--- config.mk ---
export PLATFORM = sky130hd
export DESIGN_NAME = bomb_controller
export DESIGN_NICKNAME = d
export VERILOG_FILES = /design/src/rtl/bomb_controller.sv
export SDC_FILE = /design/constraint.sdc
export NUM_CORES = 1
export LEC_CHECK = 0
export CAP_MARGIN = 5
export CELL_PAD_IN_SITES_DETAIL_PLACEMENT = 2
export CELL_PAD_IN_SITES_GLOBAL_PLACEMENT = 2
export CORE_MARGIN = 2
export CORE_UTILIZATION = 27
export CTS_CLUSTER_DIAMETER = 60
export DETAILED_ROUTE_END_ITERATION = 10
export PLACE_DENSITY = 0.77
export SLEW_MARGIN = 20
export SYNTH_ARGS = -nofsm -noshare
export SYNTH_HDL_FRONTEND = slang
export SYNTH_SLANG_ARGS = --single-unit
--- constraint.sdc ---
create_clock -name clk -period 2.1 [get_ports clk]
set_input_delay 0.21 -clock clk [delete_from_list [all_inputs] [get_ports clk]]
set_output_delay 0.21 -clock clk [all_outputs]
set_load 0.01 [all_outputs]
--- src/rtl/bomb_controller.sv ---
// Single-bomb lifecycle (place, fuse, explode, idle) plus registered per-pixel
// bomb and explosion draw requests for the object priority mux.
module bomb_controller #(
  parameter int         FUSE_FRAMES     = 120,
  parameter int         EXPLODE_FRAMES  = 30,
  parameter int         RANGE           = 2,
  parameter int         BLINK_FRAMES    = 32,
  parameter logic [7:0] BOMB_COLOR      = 8'h00,
  parameter logic [7:0] FLASH_COLOR     = 8'hE0,
  parameter logic [7:0] EXPLOSION_COLOR = 8'hF4
) (
  input  logic        clk,
  input  logic        resetN,
  input  logic        startOfFrame,
  input  logic [10:0] pixelX,
  input  logic [10:0] pixelY,
  input  logic        placeBomb,
  input  logic [4:0]  playerTileX,
  input  logic [3:0]  playerTileY,
  input  logic        detonate,
  output logic        bombDrawingRequest,
  output logic [7:0]  bombRGB,
  output logic        explosionDrawingRequest,
  output logic [7:0]  explosionRGB,
  output logic        explodeStart,
  output logic        bombActive
);

  typedef enum logic [1:0] {IDLE, FUSE, EXPLODE} state_t;

  localparam logic [7:0]        FUSE_N  = 8'(FUSE_FRAMES);
  localparam logic [7:0]        EXP_N   = 8'(EXPLODE_FRAMES);
  localparam logic [7:0]        BLINK_N = 8'(BLINK_FRAMES);
  localparam logic signed [5:0] RNG     = 6'(RANGE);

  state_t      state;
  logic [7:0]  fuseCnt, expCnt;
  logic [4:0]  bombX;
  logic [3:0]  bombY;
  logic [1:0]  blinkCnt;
  logic        blinkPhase;

  logic              onScreen, inBodyX, inBodyY, blinkOn, fuseEnd;
  logic              bombHit, expHit;
  logic [4:0]        tx, ty;
  logic signed [5:0] dx, dy, adx, ady;

  assign tx       = pixelX[9:5];
  assign ty       = pixelY[9:5];
  assign onScreen = (pixelX < 11'd640) && (pixelY < 11'd480);
  assign inBodyX  = (pixelX[4:0] >= 5'd4) && (pixelX[4:0] <= 5'd27);
  assign inBodyY  = (pixelY[4:0] >= 5'd4) && (pixelY[4:0] <= 5'd27);
  assign blinkOn  = fuseCnt <= BLINK_N;

  // Signed tile distances; off-grid tiles are never on screen, so no wrap handling
  assign dx  = $signed({1'b0, tx}) - $signed({1'b0, bombX});
  assign dy  = $signed({1'b0, ty}) - $signed({2'b00, bombY});
  assign adx = dx[5] ? -dx : dx;
  assign ady = dy[5] ? -dy : dy;

  assign fuseEnd = (state == FUSE) && (detonate || (startOfFrame && fuseCnt == 8'd1));
  assign bombHit = (state == FUSE) && onScreen && (tx == bombX) && (ty == {1'b0, bombY})
                   && inBodyX && inBodyY;
  assign expHit  = (state == EXPLODE) && onScreen &&
                   (((dy == 6'sd0) && (adx <= RNG)) || ((dx == 6'sd0) && (ady <= RNG)));

  always_ff @(posedge clk or negedge resetN) begin
    if (!resetN) begin
      state                   <= IDLE;
      fuseCnt                 <= '0;
      expCnt                  <= '0;
      bombX                   <= '0;
      bombY                   <= '0;
      blinkCnt                <= '0;
      blinkPhase              <= 1'b0;
      bombDrawingRequest      <= 1'b0;
      bombRGB                 <= '0;
      explosionDrawingRequest <= 1'b0;
      explosionRGB            <= '0;
      explodeStart            <= 1'b0;
      bombActive              <= 1'b0;
    end else begin
      explodeStart            <= 1'b0;
      bombDrawingRequest      <= bombHit;
      bombRGB                 <= bombHit ? ((blinkOn && blinkPhase) ? FLASH_COLOR : BOMB_COLOR) : 8'h00;
      explosionDrawingRequest <= expHit;
      explosionRGB            <= expHit ? EXPLOSION_COLOR : 8'h00;
      case (state)
        IDLE: if (placeBomb) begin
          bombX      <= playerTileX;
          bombY      <= playerTileY;
          fuseCnt    <= FUSE_N;
          blinkCnt   <= '0;
          blinkPhase <= 1'b0;
          state      <= FUSE;
          bombActive <= 1'b1;
        end
        FUSE: begin
          if (fuseEnd) begin
            state        <= EXPLODE;
            expCnt       <= EXP_N;
            explodeStart <= 1'b1;
          end else if (startOfFrame) begin
            fuseCnt <= fuseCnt - 8'd1;
            // Phase flips on every 4th frame counted inside the blink window
            if (blinkOn) begin
              blinkCnt <= blinkCnt + 2'd1;
              if (blinkCnt == 2'd3) blinkPhase <= ~blinkPhase;
            end
          end
        end
        EXPLODE: if (startOfFrame) begin
          if (expCnt == 8'd1) begin
            state      <= IDLE;
            bombActive <= 1'b0;
          end else begin
            expCnt <= expCnt - 8'd1;
          end
        end
        default: begin
          state      <= IDLE;
          bombActive <= 1'b0;
        end
      endcase
    end
  end

endmodule

======== Word level (Yosys, flattened, before mapping) ========
Cells that the tools add are included.
storage, ports and cells
  register bits after elaboration ......... 50
  bits of input ports ..................... 36
  output and inout bits ................... 20
  logic and storage cells ................. 111
cells by class
  add/sub/neg operators ................... 7
  magnitude comparators ................... 9
  equality and inequality tests ........... 16
  muxes and demuxes ....................... 35
  bitwise operators ....................... 2
  reduce and logical (&&, ||, !) cells .... 29
operators by type and width
  kind                                                  number
  2-to-1 mux 8 bit                                      9
  case mux 8 bit (2 select lines)                       2
  equality test 8 x 1 -> 1 bit, second input constant   2
  2-to-1 mux 2 bit                                      8
  AND reduction 4 bit                                   4
  subtractor 8 x 1 -> 8 bit, second input constant      2
  logical AND 1 bit                                     15
  != test 2 bit, second input constant                  7
  <= comparator 6 x 3 -> 1 bit, second input constant   2
  logical NOT 6 bit                                     2
  2-to-1 mux 6 bit                                      2
  negator 6 bit                                         2
  < comparator 11 x 10 -> 1 bit, second input constant  1
  < comparator 11 x 9 -> 1 bit, second input constant   1
  >= comparator 5 x 3 -> 1 bit, second input constant   2
  <= comparator 5 bit, second input constant            2
  2-to-1 mux 1 bit                                      10
  <= comparator 8 x 6 -> 1 bit, second input constant   1
  case mux 2 bit (3 select lines)                       1
  AND reduction 6 bit                                   1
  subtractor 5 x 4 -> 6 bit                             1
  subtractor 5 x 5 -> 6 bit                             1
  equality test 5 x 4 -> 1 bit                          1
  equality test 5 bit                                   1
  other kinds (13)                                      18

======== Depth between registers and ports, before layout ========
  word-level depth ........................ 8
  gate-level depth with buffers ........... 11
  mapped depth without buffers ............ 11

======== Worst setup path after synthesis ========
Ideal clock, no wire load.
  path kind ............................... reg2reg
  start ................................... register bombY[0]
  end ..................................... register explosionRGB[6]
  arrival time ............................ 2,140 ps
  path slack .............................. -108 ps
  stages on the path, launching flop included .. 9
  cells stage by stage .................... dfrtp_1 > ha_1 > inv_1 > fa_1 > inv_1 > ha_1 > mux2_2 > a2111oi_0 > a32o_1
on the way
  cells in the longest elaborated chain, start to end .. 8
  elaborated cells between the ends (all ways) .. 10
RTL lines
  what                           RTL line  RTL
  start, declared                39        logic [3:0] bombY;
  start signal, assigned         91        bombY <= playerTileY;
  subtractor 5 x 4 -> 6 bit (*)  57        assign dy = $signed({1'b0, ty}) - $signed({2'b00, bombY});
  negator 6 bit                  59        assign ady = dy[5] ? -dy : dy;
  2-to-1 mux 6 bit               59
  <= comparator 6 x 3 -> 1 bit   65        (((dy == 6'sd0) && (adx <= RNG)) || ((dx == 6'sd0) && (ady <= RNG)));
  logical AND 1 bit              65
  logical OR 1 bit (*)           65
  logical AND 1 bit (*)          64        assign expHit = (state == EXPLODE) && onScreen &&
  via expHit                     44        logic bombHit, expHit;
  2-to-1 mux 8 bit (*)           87        explosionRGB <= expHit ? EXPLOSION_COLOR : 8'h00;
  end signal, assigned           87
  end, declared                  24        output logic [7:0] explosionRGB,
The timed path passes the listed nets; every way through them passes the cells marked *.
A chain may end at the register's enable or synchronous reset.

======== Worst setup path in the final report ========
Same ends and word-level chain as after synthesis.

==> qor.yml <==
synth_area_leader_cell: "dfrtp_1"
synth_seq_area_share_pct: 35.3
cp.arrival_ps: 2540
die_y_um: 99.9
grtUsageMet3_pct: 2.44
fin_crit_ps: 2300
port_buffers: 43
postSynthAreaPerCell_um2: 8.45
wl_per_cell_um: 16.8
synth_warnings: 0
initial_utilization_pct: 28.2
reg2reg_from: "bombY[0]$_DFFE_PN0P_"
io_pins: 56
ff_latch_area_um2: 876
synth_common_cells: "nand2_1, dfrtp_1, o21ai_0"
drcViolationCount: 0
core_mm2: 0.00881
drtPass1Iterations: 4
finalCritPeriodShare_pct: 110
ff2ff_path_depth: 8
root_buffer: "clkbuf_8"
cts_buffers: 5
holdPathEnd: "bombX[0]$_DFFE_PN0P_"
grt_max_degree: 36
antenna_found_initial: 0
total_power_mw: 4.22
rsz0062_at_grt: "yes"
end_kind: "register"
routabilityCongestion: 0.790
synth-async-reset-ratio_pct: 100
synth_area_mm2: 0.00248
crit_type: "reg2reg"
regToRegSetupSlack_ps: -200
ys_ff_latch: 35
viasPerCell: 4.93
gr-max-usage-layer: "met2"
required_ps: 2330
cts_buffer_depth: 2
reg2reg_to: "explosionRGB[6]$_DFF_PN0_"
hold_viol: 0
met2_usage_pct: 31.7
htreeDepth: 2
antenna-diode-count: 0
drv_cap: 0
clkSinkCount: 35
drive_above_1_share_pct: 21.4
violations: "setup timing"
slew_violations: 0
fill_cells: 999
min_from: "playerTileX[0]"
area_delta_synth_final_pct: 40.5
cp-start-kind: "register"
hp-class: "in2reg"
power_density_mw_per_mm2: 1210
synth_edf_count: 0
synthDominantCellAreaShare_pct: 35.3
fmax_mhz: 434
antenna_left: 0
grt_pass1_vias: 2730
cts_tree: "yes"
skew_ps: 7.84
rows: 34
min_path_cells: 3
status: "finished, violations left"
ir_drop_uv: 371
p_leak_nw: 1.56
setup_violations: 1
die_area_mm2: 0.00998
grt_pass1_wl_um: 13900
dieWidth_um: 99.9
vias: 2427
grt_usage_pct: 17.4
multiInputGateArea_mm2: 0.00147
synth_cell_types: 50
fin_setup_tns_ps: -204
yosysMostFrequentCell: "nand2_1"
ys_top_cells_by_area: "dfrtp_1, ha_1, nand2_1"
dp.final_hpwl_um: 6520
worst-path-max-fanout: 2
clk_pin_slew_worst_paths_ps: 80
wl_um: 8290
finalNetCount: 438
grt.overflow.total: 0
met1_usage_pct: 21.7
synth-main-ff-cell: "dfrtp_1"
fin_ws_ps: -204
worstSkewPairLatency_ps: 290
dr.first_iter.drc_count: 49
syn_inst: 294
critical path: stages (launching register included):
cell	delay [ps]
dfrtp_1	420
ha_2	220
inv_2	40
fa_2	550
inv_2	60
ha_4	210
mux2_4	270
a2111oi_4	280
a32o_1	200
flip-flops by register name, indices dropped and copies added (netlist names):
name,cells
state,2
blinkPhase,1
explosionRGB,1
blinkCnt,2
fuseCnt,8
bombX,5
expCnt,8
bombRGB,1
bombDrawingRequest,1
bombActive,1
explodeStart,1
bombY,4
logic make-up (layout without fill, tap and decap cells):
| logic type | Yosys count | in the layout | synth area share, % |
|---|---|---|---|
| flops | 35 | 35 | 35.3 |
| compound gates | 62 | 62 | 16.5 |
| fa+ha+maj | 18 | 18 | 9.67 |
| xor+xnor | 15 | 15 | 5.29 |
| buf+inv | 45 | 128 | 9.72 |
| mux | 2 | 2 | 0.907 |
| other cells | 1 | 8 | 0.151 |
| simple gates | 116 | 116 | 22.5 |
where the power goes:
part	total, mW	switching, mW	internal, mW	leakage (nW)
combinational	2.68	1.43	1.25	1.09
clock	0.523	0.266	0.258	0.0470
sequential	1.02	0.159	0.857	0.426
total	4.22	1.85	2.37	1.56
layer usage:
| layer | part of all wire (%) | vias to the layer above |
|---|---|---|
| li1 | - | 1165 |
| met1 | 44 | 1214 |
| met2 | 52 | 37 |
| met3 | 2.5 | 11 |
| met4 | 1.3 | 0 |
| met5 | 0 | - |
cell usage in the layout (no fill, tap or decap), drive strengths merged, types with 9 or more instances in the layout:
master         count
buf               52
nand2             45
clkdlybuf4s50     41
dfrtp             35
o21ai             28
inv               26
nor2              18
ha                16
nor3              12
nand3             10
a21oi              9
how the worst max path moves through the flow:
stage | startpoint | end
detailed placement | pixelY[5] | explosionRGB[6]$_DFF_PN0_
global route | bombY[0]$_DFFE_PN0P_ | explosionRGB[6]$_DFF_PN0_
global placement | pixelY[5] | explosionRGB[6]$_DFF_PN0_
finish | bombY[0]$_DFFE_PN0P_ | explosionRGB[6]$_DFF_PN0_
floorplan | bombY[0]$_DFFE_PN0P_ | explosionRGB[6]$_DFF_PN0_
CTS | bombY[0]$_DFFE_PN0P_ | explosionRGB[6]$_DFF_PN0_
timing repair:
item | in CTS | in global routing
buffers inserted | 2 | 0
resized for setup | 11 | 8
pin swaps | 7 | 5
setup endpoints to repair | 1 | 6
endpoints found under the hold margin | 35 | 0
hold buffers | 1 | 0
per-stage QoR:
step | hold WS [ps] | utilization [%] | worst slack [ps] | area (um^2) | instances
after detailed placement | 299 | 37.5 | -610 | 3300 | 482
after global placement | 292 | 37.5 | -523 | 3300 | 482
after global routing | 477 | 39.6 | -314 | 3490 | 492
final | 461 | 39.6 | -204 | 3490 | 492
after floorplan | -85.6 | - | -80.3 | 2520 | 301
after CTS | 461 | 39.3 | -218 | 3460 | 492
layout make-up:
cell class                      instances  area share (%)
Multi-Input combinational cell        221            42.2
Sequential cell                        35            25.1
Timing Repair Buffer                   95            23.5
Tap cell                              108            3.87
Inverter                               26            2.80
Clock buffer                            6            2.37
Clock inverter                          1           0.143
Power figures use the tool's default switching activity.
